<file path="config.mk">
export PLATFORM = sky130hd
export DESIGN_NAME = wb_shared_arbiter_flat
export DESIGN_NICKNAME = d
export VERILOG_FILES = /design/src/rtl/wb_shared_arbiter_pkg.sv /design/src/rtl/wb_shared_arbiter_if.sv /design/src/rtl/wb_shared_arbiter_addr_decode.sv /design/src/rtl/wb_shared_arbiter.sv /design/src/flat_wrapper.sv
export SDC_FILE = /design/constraint.sdc
export NUM_CORES = 1
export LEC_CHECK = 0
export BUFFER_PORTS_ARGS = -buffer_cell sky130_fd_sc_hd__buf_4
export CAP_MARGIN = 20
export CORE_AREA = 2 2 195 197
export DETAILED_ROUTE_END_ITERATION = 6
export DIE_AREA = 0 0 197 199
export MAX_ROUTING_LAYER = met4
export PLACE_DENSITY = 0.3
export SKIP_LAST_GASP = 1
export SLEW_MARGIN = 10
export SYNTH_ARGS = -nofsm -noshare
export SYNTH_HDL_FRONTEND = slang
export SYNTH_SLANG_ARGS = --single-unit
</file>
<file path="constraint.sdc">
create_clock -name clock -period 6.57 [get_ports clock]
set_input_delay 1.971 -clock clock [delete_from_list [all_inputs] [get_ports clock]]
set_output_delay 1.971 -clock clock [all_outputs]
set_load 0.1 [all_outputs]
</file>
<file path="src/rtl/wb_shared_arbiter_pkg.sv">
// Shared Wishbone bus definitions: widths, slave map and arbiter states.
package wb_bus_pkg;

  localparam int unsigned WB_ADDR_W     = 32;
  localparam int unsigned WB_DATA_W     = 32;
  localparam int unsigned WB_NUM_SLAVES = 7;

  // Slave select index, matching bit positions of s_stb_o.
  typedef enum logic [2:0] {
    SLV_BOOTROM = 3'd0,
    SLV_RAM     = 3'd1,
    SLV_LED     = 3'd2,
    SLV_SEG7    = 3'd3,
    SLV_SWTCH   = 3'd4,
    SLV_BTTN    = 3'd5,
    SLV_I2C0    = 3'd6
  } slave_idx_e;

  // Arbiter sequencing.
  typedef enum logic [1:0] {
    ARB_IDLE    = 2'd0,
    ARB_OWN     = 2'd1,
    ARB_ERRRESP = 2'd2,
    ARB_GAP     = 2'd3
  } arb_state_e;

  // Default address map, slave 0 in the least significant word.
  localparam logic [WB_NUM_SLAVES*WB_ADDR_W-1:0] WB_DEFAULT_BASE = {
    32'h8000_0500,  // I2C0
    32'h8000_0400,  // buttons
    32'h8000_0300,  // switches
    32'h8000_0200,  // 7-seg
    32'h8000_0100,  // LED
    32'h1000_0000,  // RAM
    32'h0000_0000   // boot ROM
  };

  localparam logic [WB_NUM_SLAVES*WB_ADDR_W-1:0] WB_DEFAULT_MASK = {
    32'hFFFF_FF00,
    32'hFFFF_FF00,
    32'hFFFF_FF00,
    32'hFFFF_FF00,
    32'hFFFF_FF00,
    32'hFFFF_0000,
    32'hFFFF_F000
  };

endpackage

</file>
<file path="src/rtl/wb_shared_arbiter_if.sv">
// Bus bundle between the two processor masters, the arbiter and the slaves.
// The slave modport is the arbiter's view; the master modport is the
// surrounding system's view.
interface wb_shared_arbiter_if #(
  parameter int unsigned NUM_SLAVES = 7,
  parameter int unsigned ADDR_W     = 32,
  parameter int unsigned DATA_W     = 32
);
  localparam int unsigned SEL_W = DATA_W / 8;

  // Master side (bit/slice 0 = IBus, 1 = DBus)
  logic [1:0]              m_cyc_i;
  logic [1:0]              m_stb_i;
  logic [1:0]              m_we_i;
  logic [2*ADDR_W-1:0]     m_adr_i;
  logic [2*DATA_W-1:0]     m_dat_i;
  logic [2*SEL_W-1:0]      m_sel_i;
  logic [DATA_W-1:0]       m_dat_o;
  logic [1:0]              m_ack_o;
  logic [1:0]              m_err_o;

  // Slave side
  logic                    s_cyc_o;
  logic [NUM_SLAVES-1:0]   s_stb_o;
  logic                    s_we_o;
  logic [ADDR_W-1:0]       s_adr_o;
  logic [DATA_W-1:0]       s_dat_o;
  logic [SEL_W-1:0]        s_sel_o;
  logic [NUM_SLAVES*DATA_W-1:0] s_dat_i;
  logic [NUM_SLAVES-1:0]   s_ack_i;
  logic [NUM_SLAVES-1:0]   s_err_i;

  modport slave (
    input  m_cyc_i, m_stb_i, m_we_i, m_adr_i, m_dat_i, m_sel_i,
    output m_dat_o, m_ack_o, m_err_o,
    output s_cyc_o, s_stb_o, s_we_o, s_adr_o, s_dat_o, s_sel_o,
    input  s_dat_i, s_ack_i, s_err_i
  );

  modport master (
    output m_cyc_i, m_stb_i, m_we_i, m_adr_i, m_dat_i, m_sel_i,
    input  m_dat_o, m_ack_o, m_err_o,
    input  s_cyc_o, s_stb_o, s_we_o, s_adr_o, s_dat_o, s_sel_o,
    output s_dat_i, s_ack_i, s_err_i
  );

endinterface

</file>
<file path="src/rtl/wb_shared_arbiter_addr_decode.sv">
// Combinational address decoder: one-hot hit (lowest region wins) plus miss.
module wb_addr_decode #(
  parameter int unsigned                NUM_SLAVES = 7,
  parameter int unsigned                ADDR_W     = 32,
  parameter logic [NUM_SLAVES*ADDR_W-1:0] BASE     = '0,
  parameter logic [NUM_SLAVES*ADDR_W-1:0] MASK     = '0
) (
  input  logic [ADDR_W-1:0]     adr,
  output logic [NUM_SLAVES-1:0] hit,
  output logic                  miss
);

  logic found;

  // Scan regions in ascending order; the first match claims the select.
  always_comb begin
    hit   = '0;
    found = 1'b0;
    for (int unsigned k = 0; k < NUM_SLAVES; k++) begin
      if (!found &&
          ((adr & MASK[k*ADDR_W +: ADDR_W]) == BASE[k*ADDR_W +: ADDR_W])) begin
        hit[k] = 1'b1;
        found  = 1'b1;
      end
    end
    miss = !found;
  end

endmodule

</file>
<file path="src/rtl/wb_shared_arbiter.sv">
// Two-master Wishbone arbiter with address decode, round-robin grant held
// for the whole CYC, decode-miss and watchdog error responses.
module wb_shared_arbiter
  import wb_bus_pkg::*;
#(
  parameter int unsigned                  NUM_SLAVES = WB_NUM_SLAVES,
  parameter int unsigned                  ADDR_W     = WB_ADDR_W,
  parameter int unsigned                  DATA_W     = WB_DATA_W,
  parameter int unsigned                  TIMEOUT    = 255,
  parameter logic [NUM_SLAVES*ADDR_W-1:0] SLAVE_BASE = WB_DEFAULT_BASE,
  parameter logic [NUM_SLAVES*ADDR_W-1:0] SLAVE_MASK = WB_DEFAULT_MASK
) (
  input  logic               clock,
  input  logic               reset,
  wb_shared_arbiter_if.slave bus,
  output logic               busy_o,
  output logic [1:0]         grant_o
);

  localparam int unsigned SEL_W = DATA_W / 8;
  localparam int unsigned CNT_W = $clog2(TIMEOUT + 1);

  arb_state_e             state;
  logic [1:0]             grant;
  logic                   ptr;       // 0: IBus preferred, 1: DBus preferred
  logic [CNT_W-1:0]       wd_cnt;

  logic                   own_cyc;
  logic                   own_stb;
  logic                   own_we;
  logic [ADDR_W-1:0]      own_adr;
  logic [DATA_W-1:0]      own_dat;
  logic [SEL_W-1:0]       own_sel;

  logic [NUM_SLAVES-1:0]  hit;
  logic                   miss;
  logic [NUM_SLAVES-1:0]  stb_vec;
  logic                   any_ack;
  logic                   any_err;
  logic                   timed_out;
  logic [DATA_W-1:0]      rdata;

  // Owner mux: everything reads as zero while nobody holds the grant.
  always_comb begin
    own_cyc = 1'b0;
    own_stb = 1'b0;
    own_we  = 1'b0;
    own_adr = '0;
    own_dat = '0;
    own_sel = '0;
    if (grant[0]) begin
      own_cyc = bus.m_cyc_i[0];
      own_stb = bus.m_stb_i[0];
      own_we  = bus.m_we_i[0];
      own_adr = bus.m_adr_i[0 +: ADDR_W];
      own_dat = bus.m_dat_i[0 +: DATA_W];
      own_sel = bus.m_sel_i[0 +: SEL_W];
    end else if (grant[1]) begin
      own_cyc = bus.m_cyc_i[1];
      own_stb = bus.m_stb_i[1];
      own_we  = bus.m_we_i[1];
      own_adr = bus.m_adr_i[ADDR_W +: ADDR_W];
      own_dat = bus.m_dat_i[DATA_W +: DATA_W];
      own_sel = bus.m_sel_i[SEL_W +: SEL_W];
    end
  end

  wb_addr_decode #(
    .NUM_SLAVES (NUM_SLAVES),
    .ADDR_W     (ADDR_W),
    .BASE       (SLAVE_BASE),
    .MASK       (SLAVE_MASK)
  ) u_decode (
    .adr  (own_adr),
    .hit  (hit),
    .miss (miss)
  );

  // Slave strobe and response gathering; only live in OWN, and suppressed
  // on the cycle the watchdog expires.
  always_comb begin
    timed_out = (wd_cnt == CNT_W'(TIMEOUT));
    stb_vec   = '0;
    if (state == ARB_OWN && own_cyc && own_stb && !timed_out) begin
      stb_vec = hit;
    end
    any_ack = |(bus.s_ack_i & stb_vec);
    any_err = |(bus.s_err_i & stb_vec);
    rdata   = '0;
    for (int unsigned k = 0; k < NUM_SLAVES; k++) begin
      if (stb_vec[k]) begin
        rdata = bus.s_dat_i[k*DATA_W +: DATA_W];
      end
    end
  end

  assign bus.s_cyc_o = own_cyc;
  assign bus.s_stb_o = stb_vec;
  assign bus.s_we_o  = own_we;
  assign bus.s_adr_o = own_adr;
  assign bus.s_dat_o = own_dat;
  assign bus.s_sel_o = own_sel;

  assign bus.m_dat_o = rdata;
  assign bus.m_ack_o = any_ack ? grant : 2'b00;
  assign bus.m_err_o = (any_err || state == ARB_ERRRESP) ? grant : 2'b00;

  assign grant_o = grant;
  assign busy_o  = |grant;

  // Arbiter FSM with registered grant, priority pointer and watchdog.
  always_ff @(posedge clock or negedge reset) begin
    if (!reset) begin
      state  <= ARB_IDLE;
      grant  <= 2'b00;
      ptr    <= 1'b0;
      wd_cnt <= '0;
    end else begin
      case (state)
        ARB_IDLE: begin
          wd_cnt <= '0;
          if (bus.m_cyc_i[0] && (!bus.m_cyc_i[1] || !ptr)) begin
            grant <= 2'b01;
            state <= ARB_OWN;
          end else if (bus.m_cyc_i[1]) begin
            grant <= 2'b10;
            state <= ARB_OWN;
          end
        end
        ARB_OWN: begin
          if (!own_cyc) begin
            state  <= ARB_GAP;
            grant  <= 2'b00;
            ptr    <= ~grant[1];
            wd_cnt <= '0;
          end else if (timed_out || (own_stb && miss)) begin
            state  <= ARB_ERRRESP;
            wd_cnt <= '0;
          end else if (!own_stb || any_ack || any_err) begin
            wd_cnt <= '0;
          end else begin
            wd_cnt <= wd_cnt + CNT_W'(1);
          end
        end
        ARB_ERRRESP: begin
          wd_cnt <= '0;
          if (!own_cyc) begin
            state <= ARB_GAP;
            grant <= 2'b00;
            ptr   <= ~grant[1];
          end else begin
            state <= ARB_OWN;
          end
        end
        ARB_GAP: begin
          state <= ARB_IDLE;
        end
        default: begin
          state <= ARB_IDLE;
          grant <= 2'b00;
        end
      endcase
    end
  end

endmodule

</file>
<file path="src/flat_wrapper.sv">
// flat-port wrapper written by rule: the top's interface ports become plain ports
module wb_shared_arbiter_flat import wb_bus_pkg::*;
#(
  parameter int unsigned                  NUM_SLAVES = WB_NUM_SLAVES,
  parameter int unsigned                  ADDR_W     = WB_ADDR_W,
  parameter int unsigned                  DATA_W     = WB_DATA_W,
  parameter int unsigned                  TIMEOUT    = 255,
  parameter logic [NUM_SLAVES*ADDR_W-1:0] SLAVE_BASE = WB_DEFAULT_BASE,
  parameter logic [NUM_SLAVES*ADDR_W-1:0] SLAVE_MASK = WB_DEFAULT_MASK
)
  (clock, reset, busy_o, grant_o, bus_m_cyc_i, bus_m_stb_i, bus_m_we_i, bus_m_adr_i, bus_m_dat_i, bus_m_sel_i, bus_m_dat_o, bus_m_ack_o, bus_m_err_o, bus_s_cyc_o, bus_s_stb_o, bus_s_we_o, bus_s_adr_o, bus_s_dat_o, bus_s_sel_o, bus_s_dat_i, bus_s_ack_i, bus_s_err_i);
  wb_shared_arbiter_if #(.NUM_SLAVES(NUM_SLAVES), .ADDR_W(ADDR_W), .DATA_W(DATA_W)) bus_i ();
  input  logic clock;
  input  logic reset;
  output logic busy_o;
  output logic [1:0] grant_o;
  input wire logic [$bits(bus_i.m_cyc_i)-1:0] bus_m_cyc_i;
  input wire logic [$bits(bus_i.m_stb_i)-1:0] bus_m_stb_i;
  input wire logic [$bits(bus_i.m_we_i)-1:0] bus_m_we_i;
  input wire logic [$bits(bus_i.m_adr_i)-1:0] bus_m_adr_i;
  input wire logic [$bits(bus_i.m_dat_i)-1:0] bus_m_dat_i;
  input wire logic [$bits(bus_i.m_sel_i)-1:0] bus_m_sel_i;
  output wire logic [$bits(bus_i.m_dat_o)-1:0] bus_m_dat_o;
  output wire logic [$bits(bus_i.m_ack_o)-1:0] bus_m_ack_o;
  output wire logic [$bits(bus_i.m_err_o)-1:0] bus_m_err_o;
  output wire logic [$bits(bus_i.s_cyc_o)-1:0] bus_s_cyc_o;
  output wire logic [$bits(bus_i.s_stb_o)-1:0] bus_s_stb_o;
  output wire logic [$bits(bus_i.s_we_o)-1:0] bus_s_we_o;
  output wire logic [$bits(bus_i.s_adr_o)-1:0] bus_s_adr_o;
  output wire logic [$bits(bus_i.s_dat_o)-1:0] bus_s_dat_o;
  output wire logic [$bits(bus_i.s_sel_o)-1:0] bus_s_sel_o;
  input wire logic [$bits(bus_i.s_dat_i)-1:0] bus_s_dat_i;
  input wire logic [$bits(bus_i.s_ack_i)-1:0] bus_s_ack_i;
  input wire logic [$bits(bus_i.s_err_i)-1:0] bus_s_err_i;
  assign bus_i.m_cyc_i = bus_m_cyc_i;
  assign bus_i.m_stb_i = bus_m_stb_i;
  assign bus_i.m_we_i = bus_m_we_i;
  assign bus_i.m_adr_i = bus_m_adr_i;
  assign bus_i.m_dat_i = bus_m_dat_i;
  assign bus_i.m_sel_i = bus_m_sel_i;
  assign bus_m_dat_o = bus_i.m_dat_o;
  assign bus_m_ack_o = bus_i.m_ack_o;
  assign bus_m_err_o = bus_i.m_err_o;
  assign bus_s_cyc_o = bus_i.s_cyc_o;
  assign bus_s_stb_o = bus_i.s_stb_o;
  assign bus_s_we_o = bus_i.s_we_o;
  assign bus_s_adr_o = bus_i.s_adr_o;
  assign bus_s_dat_o = bus_i.s_dat_o;
  assign bus_s_sel_o = bus_i.s_sel_o;
  assign bus_i.s_dat_i = bus_s_dat_i;
  assign bus_i.s_ack_i = bus_s_ack_i;
  assign bus_i.s_err_i = bus_s_err_i;
  wb_shared_arbiter #(.NUM_SLAVES(NUM_SLAVES), .ADDR_W(ADDR_W), .DATA_W(DATA_W), .TIMEOUT(TIMEOUT), .SLAVE_BASE(SLAVE_BASE), .SLAVE_MASK(SLAVE_MASK)) u_core (.clock(clock), .reset(reset), .bus(bus_i), .busy_o(busy_o), .grant_o(grant_o));
endmodule
</file>
==> impl_metrics.toml, run 1 <==
[timing]
finalCritPeriodShare_pct = 97.9
hold_violations = 0
worst_hold_slack_ns = 0.491
max_freq_ghz = 0.155
slew_headroom_pct = 49.2
finalSetupTns_ns = 0
tightest_slew_ns = 0.743
post-route-min-period_ns = 6.43
final.setup_skew_ns = 0.00220
setup_viol = 0
rsz0062_at_grt = "true"
slew_violations = 0
fin_ws_ns = 0.136

[floorplan]
die_w_um = 197
dieArea_um2 = 39200
core_um2 = 37100
start_util_pct = 9.65
ios = 498
die_h_um = 199
fp-row-count = 71

[synth]
async_flop_share_pct = 100
synth.cell_area_um2 = 3580
yosysUniqueCellTypes = 66
synth_ff_type = "dfrtp_1"
yosysSeqAreaShare_pct = 9.08
netlist_instances = 527
synth_edf_count = 0
syn_avg_cell_area_um2 = 6.80
syn-num-nets = 915
ys_seq_elements = 13
yosys_warnings = 0

[worst_setup_path]
r2r_cells = 8
start_kind = "primary input"
crit_path_end_kind = "output pin"
crit_type = "in2out"
critPathRequiredTime_ns = 4.60
worstPathArrival_ns = 4.46
cp_max_fo = 20

[global_route]
gr-total-overflow = 0
grt_pass1_vias = 6729
use_met1_pct = 16.4
antenna_found_initial = 0
grt_max_degree = 67
grt.total_usage_pct = 16.6
met3_usage_pct = 3.92
grtUsageMet2_pct = 33.0
grt-busiest-layer = "met2"
grt_pass1_wl_mm = 46.0

[final_layout]
nFillCells = 4196
insertedDiodeCount = 0
nNetsFinal = 1415
final_cell_mix = "buf_4 (518), nor2_1 (100), a22o_1 (64)"
drive_gt1_share_pct = 58.3
final_cell_count_no_fill = 1500
final_core_util_pct = 23.3
layout_commonest_cell = "buf_4"
fin_area_um2 = 8640
syn2layout_area_growth_pct = 141

[pwr]
seq_power_share_pct = 5.9
p_leak_nw = 4.15
p_clk_share_pct = 4.1
ir_drop_mv = 0.351
p_switching_mw = 2.06
power_mw = 2.90
p_comb_share_pct = 89.9
switching_share_pct = 70.9
p_int_mw = 0.844
p_per_area_nw_per_um2 = 335

[min_path]
holdPathStages = 2
hold_class = "reg2reg"

[detailed_routing]
routed_wl_mm = 34.4
drtIter0Drc = 241
drc = 0
avgViaCountPerCell = 4.23
wire_per_inst_um = 22.9
vias = 6349
ant_nets = 0
firstDrtPassIters = 5

[cts]
cts.sinks = 13
clockBufferDepth = 2
cts_buffers = 3
clock-root-buffer = "clkbuf_16"
htreeDepth = 1
tritoncts = "yes"
clk_pin_slew_worst_paths_ns = 0.05
clk_latency_ns = 0.24

[place]
place_congestion = 0.752
dp_cells = 1496
dp_slack_ns = -0.193
io_buffer_count = 497
place_area_um2 = 8520
dp_hpwl_mm = 29.4

[outcome]
status = "complete, no violations"

[job]
drv_cap = 0
==> final cells by class <==
type | instances | area, um2 | share of cell area, %
well taps | 474 | 593 | 6.86
multi-input cells | 448 | 3370 | 39.0
inverters | 23 | 86.3 | 0.999
clock buffers | 4 | 78.8 | 0.912
repair buffers | 538 | 4180 | 48.4
flip-flops and latches | 13 | 329 | 3.81
==> cells by family after synthesis <==
group                    after synthesis  share of synthesized area [%]
multiplexers                          12                           3.60
buffers and inverters                 66                           8.34
adder cells (fa/ha/maj)                6                           2.09
XOR/XNOR                               1                          0.244
AO/OA/AOI/OAI                        238                           50.1
AND/OR/NAND/NOR                      191                           26.5
flip-flops                            13                           9.07
==> Yosys cell counts (all sizes together) (7+ instances only) <==
cell / number / share of area (%)
nor2: 101 / 11
a22o: 64 / 16
a22oi: 53 / 12
a21oi: 32 / 4.5
a31oi: 26 / 4.5
clkbuf: 25 / 2.6
nand2: 25 / 2.8
inv: 22 / 2.3
buf: 18 / 3.3
o21ai: 14 / 2.0
dfrtp: 13 / 9.1
and3: 11 / 1.9
nor4: 11 / 2.3
o21a: 9 / 1.9
mux2i: 8 / 2.2
nand3: 8 / 1.1
a2111oi: 7 / 1.7
and2: 7 / 1.2
o22ai: 7 / 1.2
==> sequential cells by signal, summed over array words and instances (netlist names) <==
| signal | count |
|---|---|
| u_core.ptr | 1 |
| u_core.grant_o | 2 |
| u_core.state | 2 |
| u_core.wd_cnt | 8 |
==> path summary, 6_finish.rpt <==
kind / start / endpoint / slack [ns]
min: u_core.ptr / u_core.ptr / 0.49
max: bus_m_adr_i[23] / bus_m_dat_o[1] / 0.14
max reg2reg: u_core.grant_o[0] / u_core.wd_cnt[6] / 3.01
max in group asynchronous: reset / u_core.grant_o[0] / 4.80
min in group asynchronous: reset / u_core.wd_cnt[0] / 1.57
min reg2reg: u_core.ptr / u_core.ptr / 0.49
==> power by group through the flow <==
stage               clock (mW)  sequential, mW  combinational (mW)
finish                   0.120           0.172                2.61
global route             0.127           0.181                2.72
CTS                      0.123           0.174                2.65
detailed placement           0           0.176                2.65
global placement             0           0.178                2.64
floorplan                    0           0.148                1.88
==> worst max-delay path: stages <==
cell and delay [ns]:
buf_4 0.11, nor4_1 0.33, buf_4 0.17, nand4_1 0.20
a21boi_1 0.25, buf_4 0.18, nand2_2 0.11, nor3_4 0.27
buf_12 0.21, a22oi_1 0.13, a31oi_4 0.19, buf_4 0.32
==> metal layers <==
metal | part of all wire (%) | vias up | routed length (um)
li1 | - | 3045 | -
met1 | 35 | 2972 | 12100
met2 | 55 | 314 | 18900
met3 | 7.8 | 18 | 2670
met4 | 1.9 | 0 | 652
met5 | 0 | - | 0
==> what timing repair did <==
item | CTS | global route
pin swaps | 0 | 1
setup buffers | 0 | 0
hold buffers | 0 | 0
resized for setup | 2 | 12
endpoints found under the setup margin | 2 | 22
(Power assumes the default switching activity.)
==> inputs of run 2 (changes only) <==
Clock period 6.57 ns to 8.34 ns, I/O delays scaled along.
==> impl_metrics.toml, run 2 (synthesized netlist as in run 1, its figures left out) <==
[detailed_routing]
vias = 6237
drtIter0Drc = 168
firstDrtPassIters = 4
avgViaCountPerCell = 4.21
drc = 0
ant_nets = 0
wire_per_inst_um = 21.8
routed_wl_mm = 32.3

[final_layout]
top_register = "u_core.wd_cnt"
syn2layout_area_growth_pct = 129
fin_area_um2 = 8220
drive_gt1_share_pct = 57.3
final_cell_mix = "buf_4 (511), nor2_1 (100), a22o_1 (64)"
nNetsFinal = 1391
layout_commonest_cell = "buf_4"
largest_reg_flops = 8

[place]
place_congestion = 0.762
io_buffer_count = 497
dp_hpwl_mm = 27.3
dp_slack_ns = 0.425
place_area_um2 = 8130

[cts]
cts_buffers = 3
htreeDepth = 1
cts_resized = 0
clk_pin_slew_worst_paths_ns = 0.04
cts_hold_buf = 0
post-cts-setup-buffers = 0
clock-root-buffer = "clkbuf_16"
clk_latency_ns = 0.24
cts.sinks = 13
clockBufferDepth = 2
tritoncts = "yes"

[worst_setup_path]
cp_max_fo = 26
start_kind = "primary input"
cpMaxStageDelayCell = "a21boi_1"
worstPathArrival_ns = 5.34
crit_type = "in2out"
path_cells = "buf_4 > nor4_1 > nand4_1 > a21boi_1 > and3_1 > nand2_2 > inv_2 > buf_4 > a22oi_1 > a31oi_2 > buf_4"
path_common_cell = "buf_4"
cp_slowest_stage_delay_ns = 0.50
critPathRequiredTime_ns = 5.84
crit_path_end_kind = "output pin"

[timing]
hold_violations = 0
slew_violations = 0
worst_hold_slack_ns = 0.471
rsz0062_at_grt = "false"
setup_viol = 0
tightest_slew_ns = 0.790
finalSetupTns_ns = 0
fin_ws_ns = 0.495
slew_headroom_pct = 47.3
final.setup_skew_ns = 0.00260
max_freq_ghz = 0.127
finalCritPeriodShare_pct = 94.1
post-route-min-period_ns = 7.85

[floorplan]
die_w_um = 197
fp-row-count = 71
ios = 498
core_um2 = 37100
die_h_um = 199
dieArea_um2 = 39200
start_util_pct = 9.65

[global_route]
antenna_found_initial = 4
gr-total-overflow = 0
grt_pass1_wl_mm = 43.9
grt.total_usage_pct = 15.8
grt_pass1_vias = 6580
grt_max_degree = 62

[min_path]
hold_class = "reg2reg"

[job]
drv_cap = 0

[outcome]
status = "complete, no violations"

[pwr]
p_leak_nw = 3.97
p_per_area_nw_per_um2 = 271
power_mw = 2.22
ir_drop_mv = 0.251
[run 2: cell types whose count changed in the layout (fill, tap and decap cells not counted), sizes merged]
cell	previous run	this run
buf	538	514
diode	0	4
[run 2: per-stage QoR]
stage	utilization, %	cells
after CTS	22.1	1476
after global placement	21.9	1472
after detailed placement	21.9	1472
after floorplan	-	527
after global routing	22.1	1479
final	22.1	1480
[run 2: final timing paths]
path / startpoint / endpoint / slack [ns] / depth (start not counted)
setup / recovery: bus_m_adr_i[17] / bus_m_dat_o[9] / 0.49 / 11
min in group asynchronous: reset / u_core.wd_cnt[3] / 2.10 / 1
setup reg to reg: u_core.grant_o[0] / u_core.wd_cnt[7] / 4.64 / 10
hold reg to reg: u_core.ptr / u_core.ptr / 0.47 / 2
hold / removal: u_core.ptr / u_core.ptr / 0.47 / 2
max in group asynchronous: reset / u_core.grant_o[0] / 6.04 / 1
[run 2: where the power goes]
part / switching, mW / internal (mW) / leakage, nW
Clock: 0.0267 / 0.0645 / 0.0382
Sequential: 0.0579 / 0.0763 / 0.171
Combinational: 1.50 / 0.500 / 3.76
Total: 1.58 / 0.641 / 3.97
[run 2: area by class of cell]
class	instances	area, um2
inverter	23	86.3
fill	4233	28900
timing repair buffer	514	3900
multi-input combinational	448	3220
clock buffer	4	78.8
sequential	13	329
antenna	4	10.0
tap	474	593
[run 2: routing by layer]
layer | routed length, um | up-vias | GRT usage, % | share of wire [%]
met5 | 0 | - | - | 0
met4 | 807 | 0 | 4.48 | 2.5
met3 | 2580 | 26 | 3.90 | 8.0
met2 | 17100 | 332 | 29.7 | 53
met1 | 11800 | 2874 | 16.2 | 36
li1 | - | 3005 | - | -
[run 2: critical path: cells and delay by family]
kind / cells / cell delay (ns)
AND/OR/NAND/NOR: 4 / 1.08
buffers and inverters: 4 / 0.87
AO/OA/AOI/OAI: 3 / 0.86
